===== config.mk =====
export PLATFORM = sky130hd
export DESIGN_NAME = enemy_formation_ctrl_flat
export DESIGN_NICKNAME = d
export VERILOG_FILES = /design/src/rtl/enemy_formation_ctrl_if.sv /design/src/rtl/enemy_formation_ctrl.sv /design/src/flat_wrapper.sv
export SDC_FILE = /design/constraint.sdc
export NUM_CORES = 1
export LEC_CHECK = 0
export CORE_MARGIN = 3
export CORE_UTILIZATION = 38
export DETAILED_ROUTE_END_ITERATION = 8
export PLACE_DENSITY = 0.65
export SLEW_MARGIN = 20
export SYNTH_ARGS = -nofsm -noshare
export SYNTH_HDL_FRONTEND = slang
export SYNTH_SLANG_ARGS = --single-unit

===== constraint.sdc =====
create_clock -name frame_clk -period 12.4 [get_ports frame_clk]
set_clock_uncertainty 0.05 [all_clocks]
set_input_delay 2.48 -clock frame_clk [delete_from_list [all_inputs] [get_ports frame_clk]]
set_output_delay 2.48 -clock frame_clk [all_outputs]
set_load 0.01 [all_outputs]

===== src/rtl/enemy_formation_ctrl_if.sv =====
// Shared enemy movement bus between the formation controller and the sprite renderers.
// Carries wave_restart only when WAVE_AUTORESTART_EN is defined.
interface enemy_formation_ctrl_if #(
  parameter int unsigned NUM_ENEMIES = 8
) ();
  logic                   start;
  logic [NUM_ENEMIES-1:0] kill_mask;
  logic                   is_playing;
  logic                   enemy_direction_X;
  logic                   enemy_direction_Y;
  logic                   delete_enemies;
  logic [9:0]             formation_x;
  logic [9:0]             formation_y;
  logic [4:0]             alive_count;
  logic                   wave_cleared;
  logic                   game_over;
`ifdef WAVE_AUTORESTART_EN
  logic                   wave_restart;

  modport master (
    input  start, kill_mask,
    output is_playing, enemy_direction_X, enemy_direction_Y, delete_enemies,
           formation_x, formation_y, alive_count, wave_cleared, game_over, wave_restart
  );
  modport slave (
    output start, kill_mask,
    input  is_playing, enemy_direction_X, enemy_direction_Y, delete_enemies,
           formation_x, formation_y, alive_count, wave_cleared, game_over, wave_restart
  );
`else
  modport master (
    input  start, kill_mask,
    output is_playing, enemy_direction_X, enemy_direction_Y, delete_enemies,
           formation_x, formation_y, alive_count, wave_cleared, game_over
  );
  modport slave (
    output start, kill_mask,
    input  is_playing, enemy_direction_X, enemy_direction_Y, delete_enemies,
           formation_x, formation_y, alive_count, wave_cleared, game_over
  );
`endif
endinterface


===== src/rtl/enemy_formation_ctrl.sv =====
// Frame-rate enemy formation controller: march/drop/cleared/invaded decisions from a shadow
// bounding box and sticky kill history. WAVE_AUTORESTART_EN enables timed wave restart.
module enemy_formation_ctrl #(
  parameter int unsigned NUM_ENEMIES = 8,
  parameter logic [9:0]  INIT_X      = 10'd40,
  parameter logic [9:0]  INIT_Y      = 10'd40,
  parameter logic [9:0]  FORM_W      = 10'd400,
  parameter logic [9:0]  FORM_H      = 10'd150,
  parameter logic [9:0]  SCREEN_L    = 10'd0,
  parameter logic [9:0]  SCREEN_R    = 10'd639,
  parameter logic [9:0]  DROP_ROWS   = 10'd10,
  parameter logic [9:0]  BOTTOM_Y    = 10'd430
) (
  input logic                   frame_clk,
  input logic                   Reset,
  enemy_formation_ctrl_if.master bus
);

  typedef enum logic [2:0] {
    StIdle, StMarchR, StMarchL, StDrop, StCleared, StInvaded
  } state_e;

  state_e                 state_q, state_d;
  logic [9:0]             x_q, x_d, y_q, y_d;
  logic                   dir_x_q, dir_x_d, dir_y_q, dir_y_d;
  logic                   playing_q, playing_d;
  logic                   del_q, del_d, clr_q, clr_d, over_q, over_d;
  logic [4:0]             alive_q, alive_d;
  logic [9:0]             cnt_q, cnt_d;
  logic                   resume_q, resume_d;  // 1: resume marching right after the drop
  logic [NUM_ENEMIES-1:0] hist_q, hist_d;
`ifdef WAVE_AUTORESTART_EN
  logic                   restart_q, restart_d;
`endif

  logic [9:0] nx, ny;
  logic [4:0] kills;
  logic       right_hit, left_hit, bottom_hit, active, relaunch;

  always_comb begin
    state_d   = state_q;
    dir_x_d   = dir_x_q;
    dir_y_d   = dir_y_q;
    playing_d = playing_q;
    over_d    = over_q;
    cnt_d     = cnt_q;
    resume_d  = resume_q;
    del_d     = 1'b0;
    clr_d     = 1'b0;
    relaunch  = 1'b0;
`ifdef WAVE_AUTORESTART_EN
    restart_d = 1'b0;
`endif

    // Mirror the renderer: move with the direction currently on the bus.
    nx = x_q;
    ny = y_q;
    if (playing_q) begin
      if (dir_y_q) begin
        ny = y_q + 10'd1;
      end else if (dir_x_q) begin
        nx = x_q + 10'd1;
      end else begin
        nx = x_q - 10'd1;
      end
    end
    x_d = nx;
    y_d = ny;

    hist_d = hist_q | bus.kill_mask;
    kills  = '0;
    for (int i = 0; i < int'(NUM_ENEMIES); i++) begin
      kills = kills + 5'(hist_d[i]);
    end
    alive_d = 5'(NUM_ENEMIES) - kills;

    right_hit  = ({1'b0, nx} + {1'b0, FORM_W} - 11'd1) == {1'b0, SCREEN_R};
    left_hit   = nx == SCREEN_L;
    bottom_hit = ({1'b0, ny} + {1'b0, FORM_H} - 11'd1) >= {1'b0, BOTTOM_Y};
    active     = (state_q == StMarchR) || (state_q == StMarchL) || (state_q == StDrop);

    unique case (state_q)
      StIdle: begin
        if (bus.start && !over_q) begin
          state_d   = StMarchR;
          playing_d = 1'b1;
          dir_x_d   = 1'b1;
          dir_y_d   = 1'b0;
        end
      end
      StMarchR: begin
        if (right_hit) begin
          state_d  = StDrop;
          cnt_d    = DROP_ROWS;
          resume_d = 1'b0;
          dir_y_d  = 1'b1;
        end
      end
      StMarchL: begin
        if (left_hit) begin
          state_d  = StDrop;
          cnt_d    = DROP_ROWS;
          resume_d = 1'b1;
          dir_y_d  = 1'b1;
        end
      end
      StDrop: begin
        cnt_d = cnt_q - 10'd1;
        if (cnt_q <= 10'd1) begin
          state_d = resume_q ? StMarchR : StMarchL;
          dir_x_d = resume_q;
          dir_y_d = 1'b0;
          cnt_d   = '0;
        end
      end
      StCleared: begin
`ifdef WAVE_AUTORESTART_EN
        cnt_d = cnt_q - 10'd1;
        if (cnt_q <= 10'd1) begin
          relaunch  = 1'b1;
          restart_d = 1'b1;
          cnt_d     = '0;
        end
`else
        relaunch = bus.start;
`endif
      end
      StInvaded: begin
      end
      default: state_d = StIdle;
    endcase

    if (relaunch) begin
      state_d   = StMarchR;
      x_d       = INIT_X;
      y_d       = INIT_Y;
      hist_d    = '0;
      alive_d   = 5'(NUM_ENEMIES);
      playing_d = 1'b1;
      dir_x_d   = 1'b1;
      dir_y_d   = 1'b0;
    end

    // Invasion outranks a kill-out, which outranks any edge or drop decision.
    if (active) begin
      if (bottom_hit) begin
        state_d   = StInvaded;
        playing_d = 1'b0;
        over_d    = 1'b1;
        del_d     = 1'b1;
        dir_y_d   = 1'b0;
        cnt_d     = '0;
      end else if (alive_d == 5'd0) begin
        state_d   = StCleared;
        playing_d = 1'b0;
        del_d     = 1'b1;
        clr_d     = 1'b1;
        dir_y_d   = 1'b0;
`ifdef WAVE_AUTORESTART_EN
        cnt_d     = 10'd120;
`else
        cnt_d     = '0;
`endif
      end
    end
  end

  always_ff @(posedge frame_clk) begin
    if (Reset) begin
      state_q   <= StIdle;
      x_q       <= INIT_X;
      y_q       <= INIT_Y;
      dir_x_q   <= 1'b1;
      dir_y_q   <= 1'b0;
      playing_q <= 1'b0;
      del_q     <= 1'b0;
      clr_q     <= 1'b0;
      over_q    <= 1'b0;
      alive_q   <= 5'(NUM_ENEMIES);
      cnt_q     <= '0;
      resume_q  <= 1'b0;
      hist_q    <= '0;
`ifdef WAVE_AUTORESTART_EN
      restart_q <= 1'b0;
`endif
    end else begin
      state_q   <= state_d;
      x_q       <= x_d;
      y_q       <= y_d;
      dir_x_q   <= dir_x_d;
      dir_y_q   <= dir_y_d;
      playing_q <= playing_d;
      del_q     <= del_d;
      clr_q     <= clr_d;
      over_q    <= over_d;
      alive_q   <= alive_d;
      cnt_q     <= cnt_d;
      resume_q  <= resume_d;
      hist_q    <= hist_d;
`ifdef WAVE_AUTORESTART_EN
      restart_q <= restart_d;
`endif
    end
  end

  assign bus.is_playing        = playing_q;
  assign bus.enemy_direction_X = dir_x_q;
  assign bus.enemy_direction_Y = dir_y_q;
  assign bus.delete_enemies    = del_q;
  assign bus.formation_x       = x_q;
  assign bus.formation_y       = y_q;
  assign bus.alive_count       = alive_q;
  assign bus.wave_cleared      = clr_q;
  assign bus.game_over         = over_q;
`ifdef WAVE_AUTORESTART_EN
  assign bus.wave_restart      = restart_q;
`endif

endmodule


===== src/flat_wrapper.sv =====
// flat-port wrapper written by rule: the top's interface ports become plain ports
module enemy_formation_ctrl_flat 
#(
  parameter int unsigned NUM_ENEMIES = 8,
  parameter logic [9:0]  INIT_X      = 10'd40,
  parameter logic [9:0]  INIT_Y      = 10'd40,
  parameter logic [9:0]  FORM_W      = 10'd400,
  parameter logic [9:0]  FORM_H      = 10'd150,
  parameter logic [9:0]  SCREEN_L    = 10'd0,
  parameter logic [9:0]  SCREEN_R    = 10'd639,
  parameter logic [9:0]  DROP_ROWS   = 10'd10,
  parameter logic [9:0]  BOTTOM_Y    = 10'd430
)
  (frame_clk, Reset, bus_start, bus_kill_mask, bus_is_playing, bus_enemy_direction_X, bus_enemy_direction_Y, bus_delete_enemies, bus_formation_x, bus_formation_y, bus_alive_count, bus_wave_cleared, bus_game_over);
  enemy_formation_ctrl_if #(.NUM_ENEMIES(NUM_ENEMIES)) bus_i ();
  input logic frame_clk;
  input logic Reset;
  input wire logic [$bits(bus_i.start)-1:0] bus_start;
  input wire logic [$bits(bus_i.kill_mask)-1:0] bus_kill_mask;
  output wire logic [$bits(bus_i.is_playing)-1:0] bus_is_playing;
  output wire logic [$bits(bus_i.enemy_direction_X)-1:0] bus_enemy_direction_X;
  output wire logic [$bits(bus_i.enemy_direction_Y)-1:0] bus_enemy_direction_Y;
  output wire logic [$bits(bus_i.delete_enemies)-1:0] bus_delete_enemies;
  output wire logic [$bits(bus_i.formation_x)-1:0] bus_formation_x;
  output wire logic [$bits(bus_i.formation_y)-1:0] bus_formation_y;
  output wire logic [$bits(bus_i.alive_count)-1:0] bus_alive_count;
  output wire logic [$bits(bus_i.wave_cleared)-1:0] bus_wave_cleared;
  output wire logic [$bits(bus_i.game_over)-1:0] bus_game_over;
  assign bus_i.start = bus_start;
  assign bus_i.kill_mask = bus_kill_mask;
  assign bus_is_playing = bus_i.is_playing;
  assign bus_enemy_direction_X = bus_i.enemy_direction_X;
  assign bus_enemy_direction_Y = bus_i.enemy_direction_Y;
  assign bus_delete_enemies = bus_i.delete_enemies;
  assign bus_formation_x = bus_i.formation_x;
  assign bus_formation_y = bus_i.formation_y;
  assign bus_alive_count = bus_i.alive_count;
  assign bus_wave_cleared = bus_i.wave_cleared;
  assign bus_game_over = bus_i.game_over;
  enemy_formation_ctrl #(.NUM_ENEMIES(NUM_ENEMIES), .INIT_X(INIT_X), .INIT_Y(INIT_Y), .FORM_W(FORM_W), .FORM_H(FORM_H), .SCREEN_L(SCREEN_L), .SCREEN_R(SCREEN_R), .DROP_ROWS(DROP_ROWS), .BOTTOM_Y(BOTTOM_Y)) u_core (.frame_clk(frame_clk), .Reset(Reset), .bus(bus_i));
endmodule

==> results of run 1 <==
-- flip-flops by register name (all words and copies together) (netlist names), 3 cells and up --
name,cells
u_core.bus.formation_x,10
u_core.bus.formation_y,10
u_core.cnt_q,10
u_core.hist_q,8
u_core.bus.alive_count,5
u_core.state_q,3
-- cells by family after synthesis --
| group | share of synthesized area [%] |
|---|---|
| compound gates | 25.2 |
| xor+xnor | 4.06 |
| fa+ha+maj | 9.69 |
| buf+inv | 5.25 |
| flops | 28.9 |
| mux | 1.50 |
| simple gates | 25.3 |
-- worst max path at each step --
stage | startpoint | to | slack (ns) | cells past startpoint
4_1_cts | bus_kill_mask[5] | u_core.cnt_q[7] | 6.34 | 15
6_report | bus_kill_mask[5] | u_core.cnt_q[7] | 6.39 | 15
3_5_place_dp | bus_kill_mask[5] | u_core.cnt_q[5] | 6.06 | 15
2_1_floorplan | bus_kill_mask[5] | u_core.cnt_q[0] | 6.75 | 14
3_3_place_gp | bus_kill_mask[5] | u_core.cnt_q[9] | 6.21 | 15
5_1_grt | bus_kill_mask[5] | u_core.cnt_q[5] | 6.13 | 15
-- cell usage after synthesis, drive strengths merged (11+ instances only) --
cell,count
buf,11
nand3,12
nand2,31
nor2,51
inv,23
o21ai,26
and2,11
a21oi,21
nor3,15
ha,22
clkbuf,12
dfxtp,53
-- metrics by stage --
| step | hold WS, ns | std cells | total power, mW | util [%] | area [µm²] |
|---|---|---|---|---|---|
| floorplan | 0.390 | 448 | 0.279 | - | 3670 |
| global placement | 0.411 | 598 | 0.321 | 44.6 | 4160 |
| detailed placement | 0.420 | 598 | 0.323 | 44.6 | 4160 |
| CTS | 0.443 | 606 | 0.444 | 45.8 | 4270 |
| global route | 0.486 | 606 | 0.467 | 45.8 | 4270 |
| finish | 0.433 | 606 | 0.440 | 45.8 | 4270 |
-- final cells by class --
class / count / area (µm²) / area share, %
clock buffers: 5 / 68.8 / 1.61
clock inverters: 3 / 46.3 / 1.08
inverters: 23 / 86.3 / 2.02
multi-input cells: 349 / 2410 / 56.5
flip-flops and latches: 53 / 1060 / 24.8
well taps: 129 / 161 / 3.78
repair buffers: 44 / 433 / 10.1
-- per-layer routing --
layer | track usage, % | share of wire (%) | vias up | routed length, µm
met1 | 21.1 | 46 | 1621 | 4090
met3 | 2.48 | 3.8 | 8 | 335
met2 | 28.0 | 49 | 78 | 4320
met4 | 3.51 | 0.82 | 0 | 72
li1 | - | - | 1685 | -
met5 | 0 | 0 | - | 0
-- power breakdown --
group          switching, mW  leakage (nW)  internal [mW]  total (mW)
Sequential            0.0122         0.433          0.184       0.196
Clock                 0.0601        0.0543         0.0605       0.121
Combinational         0.0658          1.11         0.0568       0.123
Total                  0.138          1.59          0.301       0.440
-- worst max-delay path, stage by stage --
cell,delay [ns]
clkdlybuf4s50_1,0.41
nor2_1,0.20
fa_1,0.46
ha_1,0.20
inv_1,0.07
fa_1,0.44
fa_1,0.43
inv_1,0.06
ha_1,0.12
inv_1,0.04
ha_1,0.27
and4b_1,0.24
a21oi_1,0.32
o31ai_4,0.20
a311oi_1,0.23
==> flow_summary.ini, run 1 <==
[outcome]
status = finished, final reports clean

[floorplanning]
top_level_ports = 42
fp-row-count = 35
die-area_um2 = 10900
die_h_um = 104
initial_core_util_pct = 39.3
design.core.area_um2 = 9330
die_w_um = 104

[synth]
synth_nets = 485
synthFlopType = dfxtp_1
synth_cells = 448
synth_edf_count = 0
synth_cell_types = 71
syn_area_um2 = 3670
synthTopCellsByArea = dfxtp_1 (29%), ha_1 (7.5%), nor2_1 (5.2%), nand2_1 (3.1%), a21oi_1 (2.9%)
ys_seq_elements = 53
syn_avg_cell_area_um2 = 8.19
yosysTopAreaCell = dfxtp_1
ys_warn_count = 0
seq_area_frac_synth_pct = 28.9
netlist.area_leader.share_pct = 28.9
synth-async-reset-ratio_pct = 0

[cts]
numCtsBuffers = 5
cts_resized = 0
clock-root-buffer = clkbuf_8
insertion_delay_ns = 0.31
htreeDepth = 2
cts_setup_buffers = 0
hold_buffers = 0
cts.path.max_buffers = 2
path_clk_slew_ns = 0.10
tritoncts = built
cts_sinks = 53

[worst_setup_path]
rr_startpoint = u_core.hist_q[5]
startpoint_type = input port
endpoint_kind = register
critPathKind = input port to register
r2r_cells = 14
arrival_ns = 6.19
reg2reg_to = u_core.cnt_q[7]
critPathMaxFanout = 9
timing.reg2reg.setup_slack_ns = 8.69
required_ns = 12.58

[sta]
rsz0062_at_grt = false
setup_viol = 0
final_max_slew_viol_count = 0
worst_pin_slew_ns = 0.606
fin_tns_setup_ns = 0
timing.fmax_mhz = 166
relSlewSlack_pct = 59.2
hold_viol_final = 0
setup_slack_ns = 6.39
fin_crit_ns = 6.01
post-route-period-util_pct = 48.5

[drt]
vias_per_cell = 5.60
via_count = 3392
wl_per_cell_um = 14.5
firstDrtPassIters = 4
drc = 0
postRouteAntennaNets = 0
drtIter0Drc = 152
totalWireLength_um = 8820

[final_layout]
area_growth_pct = 16.4
fin_nets = 513
antennaDiodeCount = 0
drive_gt1_share_pct = 6.29
fillers = 913
final_common_cell = dfxtp_1
layout.cells.most_common_list = dfxtp_1 (53), nor2_1 (51), clkdlybuf4s50_1 (41)

[grt]
grt-ovfl-total = 0
antenna_found_initial = 0
grt_max_degree = 23
grt.total_usage_pct = 16.1
grt_pass1_wl_um = 15100
grt_pass1_vias = 3216

[min_path]
worstHoldPathCells = 2
hold_path_class = register to register
hp-start = u_core.hist_q[7]
hold_path_end = u_core.hist_q[7]

[power]
powerDensity_nw_per_um2 = 103
vdd_drop_max_v = 0.0000604
p_leak_nw = 1.59

[placement]
place_hpwl_um = 6570
place_congestion = 0.892
io_buffer_count = 41
place_ws_ns = 6.06

[flow_run]
maxCapViolations = 0
Power figures use the tool's default switching activity.
==> run 2: changes to the inputs <==
--- a/config.mk
+++ b/config.mk
@@ -8,7 +8,7 @@
 export CORE_MARGIN = 3
 export CORE_UTILIZATION = 38
 export DETAILED_ROUTE_END_ITERATION = 8
-export PLACE_DENSITY = 0.65
+export PLACE_DENSITY = 0.67
 export SLEW_MARGIN = 20
 export SYNTH_ARGS = -nofsm -noshare
 export SYNTH_HDL_FRONTEND = slang
==> constraint.sdc (replaced) <==
create_clock -name frame_clk -period 4.9 [get_ports frame_clk]
set_clock_uncertainty 0.05 [all_clocks]
set_input_delay 0.98 -clock frame_clk [delete_from_list [all_inputs] [get_ports frame_clk]]
set_output_delay 0.98 -clock frame_clk [all_outputs]
set_load 0.01 [all_outputs]
==> flow_summary.ini, run 2 (synthesis results as in run 1) <==
[worst_setup_path]
crit_slowest_cell = fa_1
cp_cell_sequence = clkdlybuf4s50_1, nor2_1, fa_1, ha_1, inv_1, fa_1, fa_1, inv_1, ha_1, inv_1, ha_1, and4b_1, a21oi_1, o31ai_4, a311oi_1
arrival_ns = 4.65
endpoint_kind = register
crit_buf_inv = 4
critPathKind = input port to register
crit_path_start = bus_kill_mask[4]
startpoint_type = input port
required_ns = 5.07
rr_startpoint = u_core.hist_q[5]
max_stage_delay_ns = 0.45
cp_top_family = adder cells
critPathMaxFanout = 9

[cts]
path_clk_slew_ns = 0.10
insertion_delay_ns = 0.31
cts_setup_buffers = 0
hold_buffers = 0
cts_resized = 0
cts_sinks = 53
clock-root-buffer = clkbuf_8
tritoncts = built
htreeDepth = 2
cts.path.max_buffers = 2
numCtsBuffers = 5

[placement]
place_congestion = 0.918
place_hpwl_um = 6630
dpl_cell_area_um2 = 4150
io_buffer_count = 41

[floorplanning]
top_level_ports = 42
design.core.area_um2 = 9330
die_w_um = 104
fp-row-count = 35
die_h_um = 104
initial_core_util_pct = 39.3
die-area_um2 = 10900

[final_layout]
fin_nets = 512
drive_gt1_share_pct = 6.09
final_common_cell = dfxtp_1
layout.cells.most_common_list = dfxtp_1 (53), nor2_1 (51), clkdlybuf4s50_1 (41)
finalInstanceArea_um2 = 4240
area_growth_pct = 15.6
antennaDiodeCount = 0

[grt]
busiest_layer = met2
grt_max_degree = 23
grt_pass1_vias = 3265
grt_pass1_wl_um = 15300
use_met3_pct = 2.92
grt-ovfl-total = 0
globalRouteMet1Util_pct = 21.6
grt.total_usage_pct = 16.6
met2_usage_pct = 28.5
antenna_found_initial = 0

[sta]
relSlewSlack_pct = 34.5
hold_viol_final = 0
final_max_slew_viol_count = 0
timing.fmax_mhz = 224
fin_tns_setup_ns = 0
fin_crit_ns = 4.47
hold_ws_ns = 0.456
setup_viol = 0
worst_pin_slew_ns = 0.974
rsz0062_at_grt = false
post-route-period-util_pct = 91.3

[outcome]
status = finished, final reports clean

[drt]
wl_per_cell_um = 14.7
via_count = 3335
postRouteAntennaNets = 0
totalWireLength_um = 8880
drc = 0
vias_per_cell = 5.51
firstDrtPassIters = 4
drtIter0Drc = 200

[min_path]
hold_path_class = register to register
hp-start = u_core.hist_q[7]

[power]
vdd_drop_max_v = 0.000137
powerDensity_nw_per_um2 = 251
p_leak_nw = 1.58

[flow_run]
maxCapViolations = 0
## run 2: changes by cell type in the layout (fill, tap and decap cells not counted), sizes merged
cell,previous run,this run
buf,3,2
inv,23,24
bufinv,1,0
## run 2: power breakdown
| part | switching (mW) | leakage [nW] | total (mW) | internal [mW] |
|---|---|---|---|---|
| Combinational | 0.165 | 1.10 | 0.309 | 0.143 |
| Sequential | 0.0318 | 0.433 | 0.498 | 0.466 |
| Clock | 0.156 | 0.0445 | 0.258 | 0.102 |
| Total | 0.353 | 1.58 | 1.06 | 0.711 |
## run 2: worst reg2reg max path, delay by kind of cell, from the launching register on
kind                     cells  cell delay [ns]
AO/OA/AOI/OAI                3             0.74
flip-flops                   1             0.31
adder cells (fa/ha/maj)      6             1.92
buffers and inverters        3             0.17
AND/OR/NAND/NOR              2             0.41
## run 2: per-stage QoR
stage	cells	utilization [%]	setup slack [ns]	power [mW]
floorplan	448	-	0.753	0.705
detailed placement	597	44.5	0.0946	0.817
global route	605	45.4	0.233	1.14
CTS	605	45.4	0.420	1.08
finish	605	45.4	0.426	1.06
global placement	597	44.5	0.217	0.812
## run 2: area by class of cell
cell class,instances,area [µm²]
clock buffer,5,68.8
clock inverter,3,21.3
fill,917,5090
inverter,23,86.3
multi-input combinational,349,2410
sequential,53,1060
tap,129,161
timing repair buffer,43,425
## run 2: path summary, 6_finish.rpt
kind                            depth (start not counted)  slack, ns                to
worst max-delay path                                   15       0.43   u_core.cnt_q[0]
worst min-delay path                                    2       0.46  u_core.hist_q[7]
worst max register to register                         14       1.20   u_core.cnt_q[0]
worst min register to register                          2       0.46  u_core.hist_q[7]
## run 2: metal layers
| layer | wire [µm] | vias to the layer above | share of wire [%] |
|---|---|---|---|
| met2 | 4330 | 84 | 49 |
| met3 | 370 | 6 | 4.2 |
| met5 | 0 | - | 0 |
| met4 | 61 | 0 | 0.69 |
| li1 | - | 1693 | - |
| met1 | 4120 | 1552 | 46 |
==> run 3: changes to the inputs <==
--- a/config.mk
+++ b/config.mk
@@ -7,6 +7,7 @@
 export LEC_CHECK = 0
 export CORE_MARGIN = 3
 export CORE_UTILIZATION = 38
+export CTS_CLUSTER_SIZE = 40
 export DETAILED_ROUTE_END_ITERATION = 8
 export PLACE_DENSITY = 0.67
 export SLEW_MARGIN = 20
==> results of run 3 <==
The final DEF is identical to that of run 2; final timing and power are the same.
